### src/rtl/axilite_rw_arbiter_if.sv
// Bus bundle between the AXI-lite holding stages, the register bank and the
// read/write arbiter. The arbiter uses the slave modport; its environment uses master.
interface axilite_rw_arbiter_if #(
  parameter int unsigned ADDR_WIDTH = 32,
  parameter int unsigned DATA_WIDTH = 32,
  parameter int unsigned NUM_REGS   = 16
);
  localparam int unsigned STRB_WIDTH = DATA_WIDTH / 8;
  localparam int unsigned REG_AW     = $clog2(NUM_REGS);

  logic [ADDR_WIDTH-1:0] wr_addr;
  logic                  wr_addr_ready;
  logic                  wr_addr_deassert;
  logic [DATA_WIDTH-1:0] wr_data;
  logic [STRB_WIDTH-1:0] wr_strb;
  logic                  wr_data_ready;
  logic                  wr_data_deassert;
  logic [ADDR_WIDTH-1:0] rd_addr;
  logic                  rd_addr_ready;
  logic                  rd_addr_deassert;

  logic [REG_AW-1:0]     reg_addr;
  logic                  reg_we;
  logic [DATA_WIDTH-1:0] reg_wdata;
  logic [STRB_WIDTH-1:0] reg_wstrb;
  logic                  reg_re;
  logic [DATA_WIDTH-1:0] reg_rdata;

  logic                  bvalid;
  logic                  bready;
  logic [1:0]            bresp;
  logic                  rvalid;
  logic                  rready;
  logic [DATA_WIDTH-1:0] rdata;
  logic [1:0]            rresp;

  modport slave (
    input  wr_addr, wr_addr_ready, wr_data, wr_strb, wr_data_ready,
           rd_addr, rd_addr_ready, reg_rdata, bready, rready,
    output wr_addr_deassert, wr_data_deassert, rd_addr_deassert,
           reg_addr, reg_we, reg_wdata, reg_wstrb, reg_re,
           bvalid, bresp, rvalid, rdata, rresp
  );

  modport master (
    output wr_addr, wr_addr_ready, wr_data, wr_strb, wr_data_ready,
           rd_addr, rd_addr_ready, reg_rdata, bready, rready,
    input  wr_addr_deassert, wr_data_deassert, rd_addr_deassert,
           reg_addr, reg_we, reg_wdata, reg_wstrb, reg_re,
           bvalid, bresp, rvalid, rdata, rresp
  );
endinterface

### src/rtl/axilite_rw_arbiter.sv
// Round-robin arbiter sharing one single-port register bank between AXI-lite writes and reads.
// Define AXILITE_ARB_STATS_EN to add saturating wr_count/rd_count/err_count outputs.
module axilite_rw_arbiter #(
  parameter int unsigned ADDR_WIDTH = 32,
  parameter int unsigned DATA_WIDTH = 32,
  parameter int unsigned NUM_REGS   = 16
) (
  input  logic                  clk,
  input  logic                  rst,
  axilite_rw_arbiter_if.slave   bus
`ifdef AXILITE_ARB_STATS_EN
  ,
  output logic [15:0]           wr_count,
  output logic [15:0]           rd_count,
  output logic [15:0]           err_count
`endif
);
  localparam int unsigned STRB_WIDTH = DATA_WIDTH / 8;
  localparam int unsigned REG_AW     = $clog2(NUM_REGS);
  localparam int unsigned IDX_W      = ADDR_WIDTH - 2;
  localparam logic [1:0]  RESP_OKAY   = 2'b00;
  localparam logic [1:0]  RESP_SLVERR = 2'b10;

  typedef enum logic [2:0] {
    IDLE    = 3'd0,
    WR      = 3'd1,
    WR_RESP = 3'd2,
    RD      = 3'd3,
    RD_WAIT = 3'd4,
    RD_RESP = 3'd5
  } state_t;

  state_t                state, state_n;
  logic                  last_grant_wr, last_grant_wr_n;

  logic [REG_AW-1:0]     reg_addr_q, reg_addr_n;
  logic                  reg_we_q, reg_we_n;
  logic [DATA_WIDTH-1:0] reg_wdata_q, reg_wdata_n;
  logic [STRB_WIDTH-1:0] reg_wstrb_q, reg_wstrb_n;
  logic                  reg_re_q, reg_re_n;
  logic                  bvalid_q, bvalid_n;
  logic [1:0]            bresp_q, bresp_n;
  logic                  rvalid_q, rvalid_n;
  logic [DATA_WIDTH-1:0] rdata_q, rdata_n;
  logic [1:0]            rresp_q, rresp_n;
  logic                  wa_deassert_q, wa_deassert_n;
  logic                  wd_deassert_q, wd_deassert_n;
  logic                  ra_deassert_q, ra_deassert_n;

  // Word decode; the low two address bits select a byte lane and are ignored.
  logic [IDX_W-1:0]      wr_idx, rd_idx;
  logic                  wr_in_range, rd_in_range;
  logic                  wr_req, rd_req, release_busy;
  logic                  unused_addr_lsbs;

  assign wr_idx           = bus.wr_addr[ADDR_WIDTH-1:2];
  assign rd_idx           = bus.rd_addr[ADDR_WIDTH-1:2];
  assign wr_in_range      = wr_idx < IDX_W'(NUM_REGS);
  assign rd_in_range      = rd_idx < IDX_W'(NUM_REGS);
  assign unused_addr_lsbs = ^{bus.wr_addr[1:0], bus.rd_addr[1:0]};

  assign wr_req       = bus.wr_addr_ready & bus.wr_data_ready;
  assign rd_req       = bus.rd_addr_ready;
  // Stages only drop ready the cycle after a release pulse, so hold off granting until then.
  assign release_busy = wa_deassert_q | wd_deassert_q | ra_deassert_q;

  always_ff @(posedge clk) begin
    if (rst) begin
      state         <= IDLE;
      last_grant_wr <= 1'b0;
      reg_addr_q    <= '0;
      reg_we_q      <= 1'b0;
      reg_wdata_q   <= '0;
      reg_wstrb_q   <= '0;
      reg_re_q      <= 1'b0;
      bvalid_q      <= 1'b0;
      bresp_q       <= 2'b00;
      rvalid_q      <= 1'b0;
      rdata_q       <= '0;
      rresp_q       <= 2'b00;
      wa_deassert_q <= 1'b0;
      wd_deassert_q <= 1'b0;
      ra_deassert_q <= 1'b0;
    end else begin
      state         <= state_n;
      last_grant_wr <= last_grant_wr_n;
      reg_addr_q    <= reg_addr_n;
      reg_we_q      <= reg_we_n;
      reg_wdata_q   <= reg_wdata_n;
      reg_wstrb_q   <= reg_wstrb_n;
      reg_re_q      <= reg_re_n;
      bvalid_q      <= bvalid_n;
      bresp_q       <= bresp_n;
      rvalid_q      <= rvalid_n;
      rdata_q       <= rdata_n;
      rresp_q       <= rresp_n;
      wa_deassert_q <= wa_deassert_n;
      wd_deassert_q <= wd_deassert_n;
      ra_deassert_q <= ra_deassert_n;
    end
  end

  always_comb begin
    state_n         = state;
    last_grant_wr_n = last_grant_wr;
    reg_addr_n      = reg_addr_q;
    reg_we_n        = 1'b0;
    reg_wdata_n     = reg_wdata_q;
    reg_wstrb_n     = reg_wstrb_q;
    reg_re_n        = 1'b0;
    bvalid_n        = bvalid_q;
    bresp_n         = bresp_q;
    rvalid_n        = rvalid_q;
    rdata_n         = rdata_q;
    rresp_n         = rresp_q;
    wa_deassert_n   = 1'b0;
    wd_deassert_n   = 1'b0;
    ra_deassert_n   = 1'b0;

    unique case (state)
      IDLE: begin
        if (!release_busy) begin
          if (wr_req && (!rd_req || !last_grant_wr)) begin
            state_n         = WR;
            last_grant_wr_n = 1'b1;
            reg_addr_n      = wr_idx[REG_AW-1:0];
            reg_we_n        = wr_in_range;
            reg_wdata_n     = bus.wr_data;
            reg_wstrb_n     = bus.wr_strb;
          end else if (rd_req) begin
            state_n         = RD;
            last_grant_wr_n = 1'b0;
            reg_addr_n      = rd_idx[REG_AW-1:0];
            reg_re_n        = rd_in_range;
          end
        end
      end
      WR: begin
        state_n  = WR_RESP;
        bvalid_n = 1'b1;
        bresp_n  = wr_in_range ? RESP_OKAY : RESP_SLVERR;
      end
      WR_RESP: begin
        if (bus.bready) begin
          state_n       = IDLE;
          bvalid_n      = 1'b0;
          wa_deassert_n = 1'b1;
          wd_deassert_n = 1'b1;
        end
      end
      RD: begin
        state_n = RD_WAIT;
      end
      RD_WAIT: begin
        state_n  = RD_RESP;
        rvalid_n = 1'b1;
        rdata_n  = rd_in_range ? bus.reg_rdata : '0;
        rresp_n  = rd_in_range ? RESP_OKAY : RESP_SLVERR;
      end
      RD_RESP: begin
        if (bus.rready) begin
          state_n       = IDLE;
          rvalid_n      = 1'b0;
          ra_deassert_n = 1'b1;
        end
      end
      default: state_n = IDLE;
    endcase
  end

  assign bus.reg_addr         = reg_addr_q;
  assign bus.reg_we           = reg_we_q;
  assign bus.reg_wdata        = reg_wdata_q;
  assign bus.reg_wstrb        = reg_wstrb_q;
  assign bus.reg_re           = reg_re_q;
  assign bus.bvalid           = bvalid_q;
  assign bus.bresp            = bresp_q;
  assign bus.rvalid           = rvalid_q;
  assign bus.rdata            = rdata_q;
  assign bus.rresp            = rresp_q;
  assign bus.wr_addr_deassert = wa_deassert_q;
  assign bus.wr_data_deassert = wd_deassert_q;
  assign bus.rd_addr_deassert = ra_deassert_q;

`ifdef AXILITE_ARB_STATS_EN
  // Saturating handshake counters.
  logic b_hs, r_hs, err_hs;

  assign b_hs   = bvalid_q & bus.bready;
  assign r_hs   = rvalid_q & bus.rready;
  assign err_hs = (b_hs && bresp_q == RESP_SLVERR) || (r_hs && rresp_q == RESP_SLVERR);

  always_ff @(posedge clk) begin
    if (rst) begin
      wr_count  <= 16'h0000;
      rd_count  <= 16'h0000;
      err_count <= 16'h0000;
    end else begin
      if (b_hs && wr_count != 16'hFFFF)    wr_count  <= wr_count + 16'h0001;
      if (r_hs && rd_count != 16'hFFFF)    rd_count  <= rd_count + 16'h0001;
      if (err_hs && err_count != 16'hFFFF) err_count <= err_count + 16'h0001;
    end
  end
`endif

endmodule
### src/flat_wrapper.sv
// flat-port wrapper written by rule: the top's interface ports become plain ports
module axilite_rw_arbiter_flat 
#(
  parameter int unsigned ADDR_WIDTH = 32,
  parameter int unsigned DATA_WIDTH = 32,
  parameter int unsigned NUM_REGS   = 16
)
  (clk, rst, bus_wr_addr, bus_wr_addr_ready, bus_wr_data, bus_wr_strb, bus_wr_data_ready, bus_rd_addr, bus_rd_addr_ready, bus_reg_rdata, bus_bready, bus_rready, bus_wr_addr_deassert, bus_wr_data_deassert, bus_rd_addr_deassert, bus_reg_addr, bus_reg_we, bus_reg_wdata, bus_reg_wstrb, bus_reg_re, bus_bvalid, bus_bresp, bus_rvalid, bus_rdata, bus_rresp);
  axilite_rw_arbiter_if #(.ADDR_WIDTH(ADDR_WIDTH), .DATA_WIDTH(DATA_WIDTH), .NUM_REGS(NUM_REGS)) bus_i ();
  input  logic clk;
  input  logic rst;
  input wire logic [$bits(bus_i.wr_addr)-1:0] bus_wr_addr;
  input wire logic [$bits(bus_i.wr_addr_ready)-1:0] bus_wr_addr_ready;
  input wire logic [$bits(bus_i.wr_data)-1:0] bus_wr_data;
  input wire logic [$bits(bus_i.wr_strb)-1:0] bus_wr_strb;
  input wire logic [$bits(bus_i.wr_data_ready)-1:0] bus_wr_data_ready;
  input wire logic [$bits(bus_i.rd_addr)-1:0] bus_rd_addr;
  input wire logic [$bits(bus_i.rd_addr_ready)-1:0] bus_rd_addr_ready;
  input wire logic [$bits(bus_i.reg_rdata)-1:0] bus_reg_rdata;
  input wire logic [$bits(bus_i.bready)-1:0] bus_bready;
  input wire logic [$bits(bus_i.rready)-1:0] bus_rready;
  output wire logic [$bits(bus_i.wr_addr_deassert)-1:0] bus_wr_addr_deassert;
  output wire logic [$bits(bus_i.wr_data_deassert)-1:0] bus_wr_data_deassert;
  output wire logic [$bits(bus_i.rd_addr_deassert)-1:0] bus_rd_addr_deassert;
  output wire logic [$bits(bus_i.reg_addr)-1:0] bus_reg_addr;
  output wire logic [$bits(bus_i.reg_we)-1:0] bus_reg_we;
  output wire logic [$bits(bus_i.reg_wdata)-1:0] bus_reg_wdata;
  output wire logic [$bits(bus_i.reg_wstrb)-1:0] bus_reg_wstrb;
  output wire logic [$bits(bus_i.reg_re)-1:0] bus_reg_re;
  output wire logic [$bits(bus_i.bvalid)-1:0] bus_bvalid;
  output wire logic [$bits(bus_i.bresp)-1:0] bus_bresp;
  output wire logic [$bits(bus_i.rvalid)-1:0] bus_rvalid;
  output wire logic [$bits(bus_i.rdata)-1:0] bus_rdata;
  output wire logic [$bits(bus_i.rresp)-1:0] bus_rresp;
  assign bus_i.wr_addr = bus_wr_addr;
  assign bus_i.wr_addr_ready = bus_wr_addr_ready;
  assign bus_i.wr_data = bus_wr_data;
  assign bus_i.wr_strb = bus_wr_strb;
  assign bus_i.wr_data_ready = bus_wr_data_ready;
  assign bus_i.rd_addr = bus_rd_addr;
  assign bus_i.rd_addr_ready = bus_rd_addr_ready;
  assign bus_i.reg_rdata = bus_reg_rdata;
  assign bus_i.bready = bus_bready;
  assign bus_i.rready = bus_rready;
  assign bus_wr_addr_deassert = bus_i.wr_addr_deassert;
  assign bus_wr_data_deassert = bus_i.wr_data_deassert;
  assign bus_rd_addr_deassert = bus_i.rd_addr_deassert;
  assign bus_reg_addr = bus_i.reg_addr;
  assign bus_reg_we = bus_i.reg_we;
  assign bus_reg_wdata = bus_i.reg_wdata;
  assign bus_reg_wstrb = bus_i.reg_wstrb;
  assign bus_reg_re = bus_i.reg_re;
  assign bus_bvalid = bus_i.bvalid;
  assign bus_bresp = bus_i.bresp;
  assign bus_rvalid = bus_i.rvalid;
  assign bus_rdata = bus_i.rdata;
  assign bus_rresp = bus_i.rresp;
  axilite_rw_arbiter #(.ADDR_WIDTH(ADDR_WIDTH), .DATA_WIDTH(DATA_WIDTH), .NUM_REGS(NUM_REGS)) u_core (.clk(clk), .rst(rst), .bus(bus_i));
endmodule
### config.mk
export PLATFORM = sky130hd
export DESIGN_NAME = axilite_rw_arbiter_flat
export DESIGN_NICKNAME = d
export VERILOG_FILES = /design/src/rtl/axilite_rw_arbiter_if.sv /design/src/rtl/axilite_rw_arbiter.sv /design/src/flat_wrapper.sv
export SDC_FILE = /design/constraint.sdc
export NUM_CORES = 1
export LEC_CHECK = 0
export CAP_MARGIN = 25
export CORE_ASPECT_RATIO = 0.8
export CORE_MARGIN = 5
export CORE_UTILIZATION = 36
export CTS_CLUSTER_SIZE = 24
export DETAILED_ROUTE_END_ITERATION = 10
export PLACE_DENSITY_LB_ADDON = 0.08
export SLEW_MARGIN = 20
export SYNTH_ARGS = -nofsm -noshare
export SYNTH_HDL_FRONTEND = slang
export SYNTH_SLANG_ARGS = --single-unit
### constraint.sdc
create_clock -name clk -period 1.8 [get_ports clk]
set_input_delay 0.45 -clock clk [delete_from_list [all_inputs] [get_ports clk]]
set_output_delay 0.45 -clock clk [all_outputs]
set_load 0.01 [all_outputs]
==> results.cfg <==
[run_status]
status = finished clean

[worst_setup_path]
critPathTopFamily = buffers and inverters
worst_path_max_delay_cell = clkdlybuf4s50_1
cp_cell_sequence = clkdlybuf4s50_1
critPathMaxStageDelay_ns = 0.56
cp.arrival_ns = 1.25
path_buf_inv = 1
crit_path_max_fanout = 4
start_kind = flip-flop
critical_path_class = flip-flop to primary output
setup.worst_path.end_class = primary output
crit_required_ns = 1.35

[sta]
setup_viol = 0
max_freq_mhz = 588
hold_viol_final = 0
layout_setup_ws_ns = 0.0996
skew_ns = 0.00874
fin_crit_sh_pct = 94.5
drv_slew = 0
rsz0062_at_grt = no
period_needed_ns = 1.70

[synthesis]
syn_inst = 362
yosysUniqueCellTypes = 32
synth_seq_cells = 84
synth_area_leaders = dfxtp_1, mux2i_1, o32ai_1
synth_area_um2 = 3450
yosys_warnings = 0
synth.avg_cell_area_um2 = 9.52
yosysTopAreaCellShare_pct = 48.8
ys_seq_area_share_pct = 48.8
yosysTopAreaCell = dfxtp_1

[floorplan]
die_area_um2 = 11600
die_h_um = 97.5
io_pins = 222
dieWidth_um = 119
rows = 32
start_util_pct = 36.3
design.core.area_um2 = 9490

[placement]
place_congestion = 0.744
pre_cts_slack_ns = -0.337
place_inst = 674
portBuffers = 215
place_hpwl_um = 7800

[cts]
root_buffer = clkbuf_16
htreeDepth = 3
cts_made_buffers = 9
cts_tree = done
insertion_delay_ns = 0.33
clk_pin_slew_ns = 0.06
clockBufferDepth = 2
cts.sinks = 84

[detailed_routing]
ant_nets = 0
drc = 0
vias = 3383
vias_per_cell = 4.89
drtIter0Drc = 160
dr.pass1.iters = 5
wirelength_um = 10400
post_drt_wl_per_cell_um = 15.1

[cells_and_area]
synthToLayoutAreaGrowth_pct = 76.2
insertedDiodeCount = 0
drive_gt1_share_pct = 5.76
final_cells = 692
final_util_pct = 64.0
finalNetCount = 707

[global_routing]
grt_max_degree = 44
grt_antenna_before_repair = 0
grt_pass1_wl_um = 16300
track_usage_pct = 17.2
top_usage_layer = met2
grt_util_met3_pct = 9.20
gr-total-overflow = 0
met1_usage_pct = 19.6
use_met2_pct = 28.7
grt_pass1_vias = 3337

[power]
max-vdd-ir-drop_uv = 746
leakage_uw = 0.00231
p_per_area_nw_per_um2 = 930

[hold_path]
min_path_type = flip-flop to flip-flop

[flow_run]
drv_cap = 0
[where the power goes]
part	leakage, uW	switching [uW]	total (uW)	internal (uW)
sequential	0.000681	141	2190	2050
combinational	0.00148	678	1600	918
clock	0.000149	710	1860	1150
[worst reg2reg max path: cells and delay by family (launching register included)]
kind,cells,cell delay (ns)
and+or+nand+nor,3,0.70
DFF,1,0.39
AOI/OAI and AO/OA,1,0.21
buffers and inverters,1,0.19
[layout make-up]
| cell class | count | area (um^2) |
|---|---|---|
| Sequential cell | 84 | 1680 |
| Timing Repair Buffer | 227 | 2320 |
| Fill cell | 820 | 3420 |
| Multi-Input combinational cell | 213 | 1490 |
| Clock inverter | 4 | 47.5 |
| Tap cell | 119 | 149 |
| Inverter | 33 | 124 |
| Clock buffer | 12 | 256 |
[metal layers]
metal | vias up | wire length, um
li1 | 1700 | -
met1 | 1540 | 4290
met2 | 138 | 4900
met3 | 5 | 1180
met4 | 0 | 67
met5 | - | 0
[cells in the final DEF, fill, tap and decap left out, types with 3 or more instances in the layout]
master / count
inv_1: 33
clkdlybuf4s50_1: 214
dfxtp_1: 84
a21oi_1: 6
buf_12: 5
a211oi_1: 5
buf_4: 7
nand3b_1: 33
o32ai_1: 32
nor4_1: 13
nor3_1: 4
nor2_1: 49
clkbuf_16: 10
nand2_1: 8
nand4_1: 3
mux2i_1: 40
[cell usage after synthesis (all sizes together)]
cell,number
mux2i,40
or3,1
a211oi,5
and4,1
buf,15
nand2b,1
clkbuf,18
dfxtp,84
and2b,1
a2bb2oi,1
nand4,3
inv,33
o211ai,2
nand2,8
nor4,15
o21ai,2
o31a,1
a21oi,6
o32ai,32
nor2,50
nand3,2
a311oi,1
o21ba,1
conb,1
and2,1
nand3b,33
nor3,4
[timing repair]
action                     in CTS  in global routing
setup buffers                   0                  1
setup endpoints to repair       0                 32
resized for setup               0                  0
hold buffers                    0                  0
[flip-flops by register name, summed over array words and instances, names as in the netlist, 3 cells and up]
| name | flops |
|---|---|
| u_core.bus.reg_wstrb | 4 |
| u_core.state | 3 |
| u_core.bus.rdata | 32 |
| u_core.bus.reg_wdata | 32 |
| u_core.bus.reg_addr | 4 |
[per-stage QoR]
step | hold slack (ns) | total power [uW] | instance area (um^2) | TNS, ns
6_report | 0.472 | 5650 | 6070 | 0
3_5_place_dp | 0.463 | 3840 | 5740 | -12.64
5_1_grt | 0.488 | 5950 | 6070 | 0
4_1_cts | 0.473 | 5730 | 6040 | 0
3_3_place_gp | 0.458 | 3800 | 5740 | -9.64
2_1_floorplan | 0.454 | 3040 | 3450 | 0
[cell families (layout without fill, tap and decap cells)]
family	after synthesis	in the layout	share of synthesized area (%)
other	1	2	0.109
AOI/OAI and AO/OA	51	51	11.9
muxes	40	40	11.6
buffers and inverters	66	276	8.20
DFF	84	84	48.8
and+or+nand+nor	120	120	19.4
[path summary, 6_finish.rpt]
check	start	end	slack, ns	depth (start not counted)
worst min-delay path	u_core.bus.rdata[9]$_SDFFE_PP0P_	u_core.bus.rdata[9]$_SDFFE_PP0P_	0.47	2
worst max-delay path	u_core.bus.wr_addr_deassert$_SDFF_PP0_	bus_wr_addr_deassert	0.1	1
worst min register to register	u_core.bus.rdata[9]$_SDFFE_PP0P_	u_core.bus.rdata[9]$_SDFFE_PP0P_	0.47	2
worst max register to register	u_core.state[1]$_SDFFE_PP0P_	u_core.bus.reg_addr[0]$_SDFFE_PP0P_	0.24	5
Note: power is estimated with default switching activity, not from simulation.
